===== config.mk =====
export PLATFORM = sky130hd
export DESIGN_NAME = seg7_frame_scanner
export DESIGN_NICKNAME = d
export VERILOG_FILES = /design/src/rtl/seg7_pkg.sv /design/src/rtl/seg7_hex_decoder.sv /design/src/rtl/seg7_frame_scanner.sv
export SDC_FILE = /design/constraint.sdc
export NUM_CORES = 1
export LEC_CHECK = 0
export ABC_CLOCK_PERIOD_IN_PS = 3050
export BUFFER_PORTS_ARGS = -buffer_cell sky130_fd_sc_hd__buf_2
export CORE_ASPECT_RATIO = 1.1
export CORE_MARGIN = 2
export CORE_UTILIZATION = 55
export CTS_BUF_LIST = sky130_fd_sc_hd__clkbuf_2 sky130_fd_sc_hd__clkbuf_4 sky130_fd_sc_hd__clkbuf_8
export CTS_CLUSTER_SIZE = 12
export DETAILED_ROUTE_END_ITERATION = 10
export GPL_ROUTABILITY_DRIVEN = 0
export PLACE_DENSITY = 0.83
export SLEW_MARGIN = 30
export SYNTH_ARGS = -nofsm -noshare
export SYNTH_HDL_FRONTEND = slang
export SYNTH_SLANG_ARGS = --single-unit

===== constraint.sdc =====
create_clock -name clk -period 3.05 [get_ports clk]
set_input_delay 0.915 -clock clk [delete_from_list [all_inputs] [get_ports clk]]
set_output_delay 0.915 -clock clk [all_outputs]
set_load 0.05 [all_outputs]

===== src/rtl/seg7_pkg.sv =====
// Shared definitions for the 7-segment frame scanner: FSM encoding, frame layout
// and the active-low hex segment table.
package seg7_pkg;

    typedef enum logic [2:0] {
        ST_BUILD     = 3'd0,
        ST_ISSUE     = 3'd1,
        ST_WAIT_ACK  = 3'd2,
        ST_WAIT_DONE = 3'd3,
        ST_DWELL     = 3'd4
    } state_e;

    localparam int SEG_MSB = 15;
    localparam int SEG_LSB = 8;
    localparam int SEL_MSB = 7;
    localparam int SEL_LSB = 0;

    localparam logic [6:0]  SEG_BLANK   = 7'h7F;
    localparam logic [15:0] FRAME_RESET = 16'hFF00;

    // Active-low {g,f,e,d,c,b,a}; leftmost entry is nibble F, rightmost is nibble 0.
    localparam logic [15:0][6:0] HEX_SEG_TABLE = {
        7'h0E, 7'h06, 7'h21, 7'h46, 7'h03, 7'h08, 7'h10, 7'h00,
        7'h78, 7'h02, 7'h12, 7'h19, 7'h30, 7'h24, 7'h79, 7'h40
    };

    function automatic logic [7:0] digit_onehot(input logic [2:0] idx);
        digit_onehot = 8'h01 << idx;
    endfunction

endpackage


===== src/rtl/seg7_hex_decoder.sv =====
// Combinational nibble to active-low 7-segment pattern lookup.
module seg7_hex_decoder
    import seg7_pkg::*;
(
    input  logic [3:0] nibble,
    output logic [6:0] seg
);

    // Table lookup of the segment pattern for one hex digit.
    always_comb begin
        seg = HEX_SEG_TABLE[nibble];
    end

endmodule


===== src/rtl/seg7_frame_scanner.sv =====
// Multiplexed 7-segment scanner producing 16-bit frames for a 74HC595 shifter.
// Optional leading-zero blanking is enabled by defining SEG7_LZ_BLANK_EN.
module seg7_frame_scanner
    import seg7_pkg::*;
#(
    parameter int DIGITS      = 4,
    parameter int REFRESH_CNT = 100000,
    parameter int ACK_TIMEOUT = 8
) (
    input  logic                  clk,
    input  logic                  rst_n,
    input  logic [4*DIGITS-1:0]   value,
    input  logic [DIGITS-1:0]     dp_mask,
    input  logic                  busy,
    output logic                  start,
    output logic [15:0]           frame,
    output logic [2:0]            digit_idx,
    output logic                  scan_wrap
);

    localparam int VW = 4 * DIGITS;
    localparam int TW = (REFRESH_CNT > 2) ? $clog2(REFRESH_CNT) : 1;
    localparam int AW = $clog2(ACK_TIMEOUT) + 1;
    localparam logic [7:0] SEL_MASK = 8'((1 << DIGITS) - 1);

    state_e          state_q, state_d;
    logic [2:0]      digit_idx_q, digit_idx_d;
    logic [VW-1:0]   snap_value_q, snap_value_d;
    logic [DIGITS-1:0] snap_dp_q, snap_dp_d;
    logic [15:0]     frame_q, frame_d;
    logic            start_q, start_d;
    logic            scan_wrap_q, scan_wrap_d;
    logic [TW-1:0]   tick_cnt_q, tick_cnt_d;
    logic            tick_pending_q, tick_pending_d;
    logic [AW-1:0]   ack_cnt_q, ack_cnt_d;

    logic            tick_s;
    logic [VW-1:0]   src_value_s;
    logic [DIGITS-1:0] src_dp_s;
    logic [3:0]      nibble_s;
    logic            dp_s;
    logic [6:0]      hex_seg_s;
    logic [6:0]      seg_s;
    logic [7:0]      sel_s;
    logic [15:0]     frame_build_s;

    // Free-running refresh counter; its terminal count marks a digit tick.
    always_comb begin
        tick_s     = (tick_cnt_q == TW'(REFRESH_CNT - 1));
        tick_cnt_d = tick_s ? '0 : tick_cnt_q + TW'(1);
    end

    // Digit 0 builds from the live inputs, which are the data being captured.
    always_comb begin
        src_value_s = (digit_idx_q == 3'd0) ? value : snap_value_q;
        src_dp_s    = (digit_idx_q == 3'd0) ? dp_mask : snap_dp_q;
        nibble_s    = 4'h0;
        dp_s        = 1'b0;
        for (int i = 0; i < DIGITS; i++) begin
            nibble_s = nibble_s | (src_value_s[4*i +: 4] & {4{digit_idx_q == 3'(i)}});
            dp_s     = dp_s | (src_dp_s[i] & (digit_idx_q == 3'(i)));
        end
    end

    seg7_hex_decoder u_hex_decoder (
        .nibble (nibble_s),
        .seg    (hex_seg_s)
    );

`ifdef SEG7_LZ_BLANK_EN
    logic [2:0] msnz_s;

    // Locate the most significant non-zero nibble; digits above it are blanked.
    always_comb begin
        msnz_s = 3'd0;
        for (int i = 0; i < DIGITS; i++) begin
            msnz_s = (src_value_s[4*i +: 4] != 4'h0) ? 3'(i) : msnz_s;
        end
        seg_s = (digit_idx_q > msnz_s) ? SEG_BLANK : hex_seg_s;
    end
`else
    // Every digit is shown, leading zeros included.
    always_comb begin
        seg_s = hex_seg_s;
    end
`endif

    // Assemble {dp, segments, digit select}; dp is active-low like the segments.
    always_comb begin
        sel_s         = digit_onehot(digit_idx_q) & SEL_MASK;
        frame_build_s = {~dp_s, seg_s, sel_s};
    end

    // Scan FSM: next state, snapshot, frame and handshake pulses.
    always_comb begin
        state_d        = state_q;
        digit_idx_d    = digit_idx_q;
        snap_value_d   = snap_value_q;
        snap_dp_d      = snap_dp_q;
        frame_d        = frame_q;
        start_d        = 1'b0;
        scan_wrap_d    = 1'b0;
        ack_cnt_d      = ack_cnt_q;
        tick_pending_d = tick_pending_q | tick_s;

        case (state_q)
            ST_BUILD: begin
                if (digit_idx_q == 3'd0) begin
                    snap_value_d = value;
                    snap_dp_d    = dp_mask;
                end else begin
                    snap_value_d = snap_value_q;
                    snap_dp_d    = snap_dp_q;
                end
                frame_d = frame_build_s;
                start_d = 1'b1;
                state_d = ST_ISSUE;
            end
            ST_ISSUE: begin
                ack_cnt_d = '0;
                state_d   = ST_WAIT_ACK;
            end
            ST_WAIT_ACK: begin
                if (busy) begin
                    state_d = ST_WAIT_DONE;
                end else if (ack_cnt_q == AW'(ACK_TIMEOUT - 1)) begin
                    start_d = 1'b1;
                    state_d = ST_ISSUE;
                end else begin
                    ack_cnt_d = ack_cnt_q + AW'(1);
                end
            end
            ST_WAIT_DONE: begin
                if (!busy) begin
                    state_d = ST_DWELL;
                end else begin
                    state_d = ST_WAIT_DONE;
                end
            end
            ST_DWELL: begin
                if (tick_pending_q) begin
                    // A tick landing on this very cycle belongs to the next digit.
                    tick_pending_d = tick_s;
                    if (digit_idx_q == 3'(DIGITS - 1)) begin
                        digit_idx_d = 3'd0;
                        scan_wrap_d = 1'b1;
                    end else begin
                        digit_idx_d = digit_idx_q + 3'd1;
                    end
                    state_d = ST_BUILD;
                end else begin
                    state_d = ST_DWELL;
                end
            end
            default: begin
                state_d = ST_BUILD;
            end
        endcase
    end

    // State and output registers.
    always_ff @(posedge clk or negedge rst_n) begin
        if (!rst_n) begin
            state_q        <= ST_BUILD;
            digit_idx_q    <= 3'd0;
            snap_value_q   <= '0;
            snap_dp_q      <= '0;
            frame_q        <= FRAME_RESET;
            start_q        <= 1'b0;
            scan_wrap_q    <= 1'b0;
            tick_cnt_q     <= '0;
            tick_pending_q <= 1'b0;
            ack_cnt_q      <= '0;
        end else begin
            state_q        <= state_d;
            digit_idx_q    <= digit_idx_d;
            snap_value_q   <= snap_value_d;
            snap_dp_q      <= snap_dp_d;
            frame_q        <= frame_d;
            start_q        <= start_d;
            scan_wrap_q    <= scan_wrap_d;
            tick_cnt_q     <= tick_cnt_d;
            tick_pending_q <= tick_pending_d;
            ack_cnt_q      <= ack_cnt_d;
        end
    end

    assign start     = start_q;
    assign frame     = frame_q;
    assign digit_idx = digit_idx_q;
    assign scan_wrap = scan_wrap_q;

endmodule


==> summary.md, run 1 <==
| Metric | Value |
|---|---|
| Synth Instances | `between 200 and 300` |
| Max-Cap Viols | `0` |
| Post-CTS Setup Bufs | `0` |
| Worst endpoint required time | `3.30 ns` |
| Util after Layout | `0.642` |
| Slew of the pin with the lowest slew margin | `0.757 ns` |
| Slew margin rel. | `0.494` |
| Share of cells above drive strength 1 | `0.271` |
| Antenna violations before repair | `0` |
| Post-synth EDFFs | `0` |
| CP Capture Type | `flip-flop` |
| Fin nets | `373` |
| Yosys warnings | `0` |
| Startpoint Class | `flip-flop` |
| Hold WS | `0.474 ns` |
| DRC viols | `0` |
| Routed via count | `2314` |
| Syn_area_per_cell | `10.2 um^2` |
| Ys flop type | `dfrtp_1` |
| Data arrival, critical path | `2.98 ns` |
| Clock root buffer | `clkbuf_8` |
| I/O Buffers | `39` |
| Pwr dens | `approximately 800 nW/um^2` |
| Grt ovf | `0` |
| CTS H-tree depth | `3` |
| Achievable frequency | `366 MHz` |
| Critical path origin | `digit_idx[0]` |
| Final instance area | `roughly 3400 um^2` |
| 1st-pass router iterations | `4` |
| Total GRT Usage | `0.223` |
| IO Count | `44` |
| FFs w/ async S/R, synth | `1.00` |
| Setup ws final | `0.317 ns` |
| Worst-path clk slew | `roughly 0.070 ns` |
| Initial Util | `0.567` |
| Ant. Diodes | `0` |
| Number of global-route vias before repair | `2230` |
| Kind of critical path | `reg2reg` |
| Synth-to-Final Area Change | `13.3%` |
| Max Clock Skew | `between 0.007 and 0.008 ns` |
| Area of the mapped netlist | `~3000 um^2` |
| Dpl ws | `0.224 ns` |
| Yosys reg bits | `57` |
| WL final | `6.19 mm` |
| Fill count | `about 430` |
| Setup crit end | `frame[11]` |
| Final Cycle Share | `0.896` |
| Post-synthesis cell type count | `48` |
| Reg2Reg Depth | `11` |
| Final Hold Fails | `0` |
| Die Y | `81.9 um` |
| Crit path time final | `between 2 and 3 ns` |
| Detailed Place HPWL | `4.21 mm` |
| Leakage | `1.66 nW` |
| Reg2reg start | `digit_idx[0]` |
| CTS tree | `yes` |
| Core Area | `5360 um^2` |
| Die Span X | `74.8 um` |
| Cts bufs inserted | `9` |
| Slew Viols, Final | `0` |
| Die ar. | `6130 um^2` |
| RR Endpoint | `frame[11]` |
| Setup_tns | `0 ns` |
| Row Count | `28` |
| HP Class | `reg2reg` |
| Clk buf depth | `2` |
| Largest net degree at the start of global routing | `58` |
| Outcome | `completed` |
| First-pass GRT wire length | `10.2 mm` |
| Reg-to-reg slack, setup | `0.32 ns` |
| DP Area | `3270 um^2` |
| Critical path fanouts, max | `20` |
| Wire length per cell | `14.8 um` |
| Clock sink count | `57` |
| Worst-Skew Late Latency | `0.34 ns` |
| Antenna-violating nets left | `0` |
| Seq/Total Area, Yosys | `0.473` |
| Final Setup Violations | `0` |
| Detailed Route Iter0 Violations | `198` |
| RSZ-0062 raised after global routing | `no` |
| Drt via density | `5.54` |
| Maximum VDD drop | `0.470 mV` |
critical path: stages, from the launching register on:
cell	delay [ns]
dfrtp_1	0.42
inv_1	0.11
ha_1	0.20
buf_4	0.29
mux2i_1	0.11
o22a_1	0.20
o21ai_1	0.23
inv_1	0.18
ha_1	0.22
o211a_1	0.13
a2111oi_0	0.43
a211oi_1	0.10
where the power goes:
group | leakage (nW) | switching, mW | internal, mW | total, mW
Clock | 0.0967 | 0.298 | 0.329 | 0.627
Sequential | 0.708 | 0.143 | 1.00 | 1.15
Combinational | 0.854 | 0.565 | 0.336 | 0.901
state kept, by name (all words and copies together) (netlist names):
| register | flops |
|---|---|
| tick_cnt_q | 17 |
| frame | 12 |
| snap_value_q | 12 |
| ack_cnt_q | 4 |
| digit_idx | 3 |
| snap_dp_q | 3 |
| state_q | 3 |
| scan_wrap | 1 |
| start | 1 |
| tick_pending_q | 1 |
layer usage:
metal  track usage  wire length [um]  share of wire  vias up
met5             0                 0              0        -
met4         0.105               155          0.025        0
met3        0.0650               271          0.044       14
met2         0.372              3120           0.50       48
li1              -                 -              -     1133
met1         0.263              2650           0.43     1119
synthesized netlist by cell type, types with 2 or more instances:
cell type / number / area (um^2)
xnor2_1: 9 / 78.8
a31oi_1: 5 / 31.3
clkbuf_1: 8 / 30.0
nor4_1: 4 / 25.0
xor2_1: 7 / 61.3
a21o_1: 4 / 30.0
nand4_1: 4 / 25.0
a211o_1: 2 / 17.5
mux2_2: 19 / 214
a22oi_1: 3 / 22.5
a21oi_1: 12 / 60.1
buf_6: 2 / 22.5
o22ai_1: 3 / 18.8
nor2_1: 27 / 101
dfstp_2: 8 / 210
buf_4: 5 / 37.5
inv_1: 12 / 45.0
or3_1: 3 / 18.8
o21ai_0: 12 / 60.1
o211a_1: 2 / 20.0
dfrtp_1: 49 / 1230
a211oi_1: 4 / 30.0
nand2_1: 25 / 93.8
buf_2: 2 / 10.0
and3_1: 3 / 18.8
nand2b_1: 4 / 25.0
nand3b_1: 2 / 15.0
ha_1: 12 / 150
nand3_1: 16 / 80.1
mux2i_1: 9 / 90.1
nor3_1: 4 / 20.0
per-stage QoR:
step,instances,power (mW)
after floorplan,301,1.87
after global placement,402,2.03
after detailed placement,402,2.06
after CTS,418,2.69
after global routing,418,2.84
final,418,2.67
cell families after synthesis:
group,synth area share
other,0.00123
xor gates and xnor gates,0.0461
and+or+nand+nor,0.153
muxes,0.100
AOI/OAI and AO/OA,0.129
buffers and inverters,0.0478
adders and majority gates,0.0494
DFF,0.473
worst min-delay path by stage:
stage	end	cells past startpoint	slack, ns	start
floorplan	tick_cnt_q[0]	1	0.45	tick_cnt_q[0]
global placement	frame[0]	2	0.45	frame[0]
detailed placement	frame[3]	2	0.47	frame[3]
CTS	frame[3]	2	0.48	frame[3]
global route	frame[3]	2	0.50	frame[3]
finish	frame[3]	2	0.47	frame[3]
placed cells by master, fill, tap and decap left out, types with 10 or more instances in the layout:
| master | instances |
|---|---|
| dfrtp_1 | 49 |
| nand2_1 | 25 |
| clkbuf_8 | 10 |
| ha_1 | 12 |
| o21ai_0 | 11 |
| buf_2 | 39 |
| nand3_1 | 16 |
| mux2_2 | 19 |
| nor2_1 | 27 |
| inv_1 | 12 |
| a21oi_1 | 12 |
layout make-up:
type	instances	area, um^2	share of cell area
tap	75	93.8	0.0273
timing repair buffer	43	225	0.0655
clock inverter	4	20.0	0.00582
multi-input combinational	215	1470	0.426
clock buffer	12	153	0.0444
inverter	12	45.0	0.0131
sequential	57	1440	0.418
repair_timing:
action	4_1_cts	5_1_grt
gates resized for setup	0	1
hold buffers	0	0
endpoints found under the setup margin	0	1
No activity file was read; power rests on OpenSTA's default activity.
==> run 2: changes to the inputs <==
--- a/config.mk
+++ b/config.mk
@@ -16,3 +16,3 @@
 export GPL_ROUTABILITY_DRIVEN = 0
-export PLACE_DENSITY = 0.83
+export PLACE_DENSITY = 0.86
 export SLEW_MARGIN = 30
==> constraint.sdc (replaced) <==
create_clock -name clk -period 3.05 [get_ports clk]
set_input_delay 0.305 -clock clk [delete_from_list [all_inputs] [get_ports clk]]
set_output_delay 0.305 -clock clk [all_outputs]
set_load 0.05 [all_outputs]
==> summary.md, run 2 (synthesis results as in run 1) <==
| Metric | Value |
|---|---|
| Outcome | `completed` |
| CTS H-tree depth | `3 (unchanged)` |
| Leading cell type in the layout, fill and taps excluded | `dfrtp_1` |
| CP Capture Type | `flip-flop` |
| Detailed Place HPWL | `4.46 mm (+5.9%)` |
| GRT Max-Usage Layer | `met2` |
| Critical-path cell list | `inv_1, ha_1, buf_4, a22oi_1, o21ai_0, inv_1, ha_1, o211a_1, a2111oi_0, a211oi_1` |
| # hold bufs at CTS | `0 (unchanged)` |
| RR Endpoint | `frame[11]` |
| Max-Cap Viols | `0 (unchanged)` |
| I/O Buffers | `39 (unchanged)` |
| Crit path time final | `2.75 ns (+0.0145 ns)` |
| Max Clock Skew | `0.0131 ns (+0.00593 ns)` |
| Met1 usage | `0.258 (-0.00509)` |
| HP Class | `in2async` |
| GRT met2 Usage | `0.394 (+0.0219)` |
| Routed via count | `2344 (+1.3%)` |
| Worst-Skew Late Latency | `0.34 ns (about the same)` |
| Slew Viols, Final | `0 (unchanged)` |
| Net Sw Frac | `0.373 (-0.00291)` |
| Slew margin rel. | `0.503 (+0.00929)` |
| Initial Util | `0.567 (unchanged)` |
| Max incr delay on CP | `0.51 ns (+0.08 ns)` |
| Met3 Use GR | `0.0724 (+0.00736)` |
| Die Y | `81.9 um (unchanged)` |
| CTS tree | `yes` |
| RSZ-0062 raised after global routing | `no` |
| Setup ws final | `0.303 ns (-0.0145 ns)` |
| Worst-path clk slew | `0.07 ns (about the same)` |
| Die Span X | `74.8 um (unchanged)` |
| Total GRT Usage | `0.227 (+0.00343)` |
| Pwr dens | `788 nW/um^2 (+1.3%)` |
| Synth-to-Final Area Change | `13.8%` |
| Grt ovf | `0 (unchanged)` |
| Antenna-violating nets left | `0 (unchanged)` |
| Worst endpoint required time | `3.30 ns (about the same)` |
| Reg2Reg Depth | `10 (-1)` |
| Final Hold Fails | `0 (unchanged)` |
| Critical path fanouts, max | `13 (-35%)` |
| Cts bufs inserted | `9 (unchanged)` |
| Largest net degree at the start of global routing | `58 (unchanged)` |
| Largest Register | `tick_cnt_q` |
| Die ar. | `6130 um^2 (unchanged)` |
| DRC viols | `0 (unchanged)` |
| Drt via density | `5.61 (+1.3%)` |
| Clock root buffer | `clkbuf_8` |
| Startpoint Class | `flip-flop` |
| Data arrival, critical path | `3.00 ns (+0.02 ns)` |
| First-pass GRT wire length | `10.4 mm (+2.3%)` |
| WL final | `6.32 mm (+2.0%)` |
| Row Count | `28 (unchanged)` |
| Reg-to-reg slack, setup | `0.30 ns (about the same)` |
| Kind of critical path | `reg2reg` |
| Logic pwr share | `0.334 (-0.003)` |
| Wire length per cell | `15.1 um (+2.0%)` |
| Slew of the pin with the lowest slew margin | `0.743 ns (-0.0139 ns)` |
| Reg2reg start | `digit_idx[0]` |
| Achievable frequency | `364 MHz (-0.53%)` |
| Int Power | `1.71 mW (+2.2%)` |
| Maximum VDD drop | `0.364 mV (-23%)` |
| Detailed Route Iter0 Violations | `233 (+18%)` |
| Number of global-route vias before repair | `2309 (+3.5%)` |
| Critical-path top delay cell | `o21ai_0` |
| Core Area | `5360 um^2 (unchanged)` |
| Leakage | `1.66 nW (+0.30%)` |
| Fin nets | `373 (unchanged)` |
| Clk network pwr share | `0.242 (+0.008)` |
| PostCTS Resize Cnt | `0 (unchanged)` |
| Largest register FFs | `17 (unchanged)` |
| Final Cycle Share | `0.901 (+0.00475)` |
| Commonest non-fill, non-tap cells in the layout | `dfrtp_1, buf_2, nor2_1` |
| Seq pwr share | `0.424 (-0.005)` |
| Bufs and invs on worst path | `3 (unchanged)` |
| IO Count | `44 (unchanged)` |
| 1st-pass router iterations | `4 (unchanged)` |
| Clk buf depth | `2 (unchanged)` |
| Dpl ws | `0.401 ns (+0.177 ns)` |
| Hold WS | `0.0841 ns (-0.390 ns)` |
| Setup_tns | `0 ns (unchanged)` |
| Clock sink count | `57 (unchanged)` |
| Antenna violations before repair | `0 (unchanged)` |
| Post-CTS Setup Bufs | `0 (unchanged)` |
| Final Setup Violations | `0 (unchanged)` |
| Net switching power | `1.01 mW (+0.95%)` |
| Ant. Diodes | `0 (unchanged)` |
| Family with the most delay on the worst path | `compound AO/OA/AOI/OAI gates` |
| Share of cells above drive strength 1 | `0.271 (unchanged)` |
run 2: worst max-delay path by stage:
stage                 startpoint         to  slack [ns]  cells past startpoint
finish              digit_idx[0]  frame[11]        0.30                     10
global route        digit_idx[0]  frame[11]        0.04                     10
CTS                 digit_idx[0]  frame[13]        0.36                      9
detailed placement  digit_idx[0]  frame[11]        0.40                      9
global placement    digit_idx[0]  frame[11]        0.55                     11
floorplan           digit_idx[0]  frame[11]        0.24                     10
run 2: power by group through the flow:
stage          logic, mW  registers, mW  clock network (mW)
6_report           0.909           1.15               0.659
4_1_cts            0.914           1.15               0.669
3_5_place_dp       0.908           1.16                   0
3_3_place_gp       0.886           1.15                   0
5_1_grt            0.990           1.18               0.708
2_1_floorplan      0.535           1.34                   0
run 2: routing by layer:
layer	vias up	part of all wire
met4	0	0.015
met2	71	0.51
met5	-	0
met1	1139	0.41
li1	1122	-
met3	12	0.066
run 2: per-stage QoR:
step | instance area [um^2] | util | cells | total power [mW]
global placement | 3270 | 0.609 | 402 | 2.04
CTS | 3450 | 0.644 | 418 | 2.73
finish | 3450 | 0.644 | 418 | 2.72
global route | 3450 | 0.644 | 418 | 2.88
detailed placement | 3270 | 0.609 | 402 | 2.07
floorplan | 3050 | - | 301 | 1.87
run 2: area by class of cell:
class / count / area [um^2]
well taps: 75 / 93.8
multi-input cells: 215 / 1470
fillers: 433 / 1910
flip-flops and latches: 57 / 1440
clock inverters: 3 / 15.0
inverters: 12 / 45.0
clock buffers: 13 / 173
repair buffers: 43 / 225
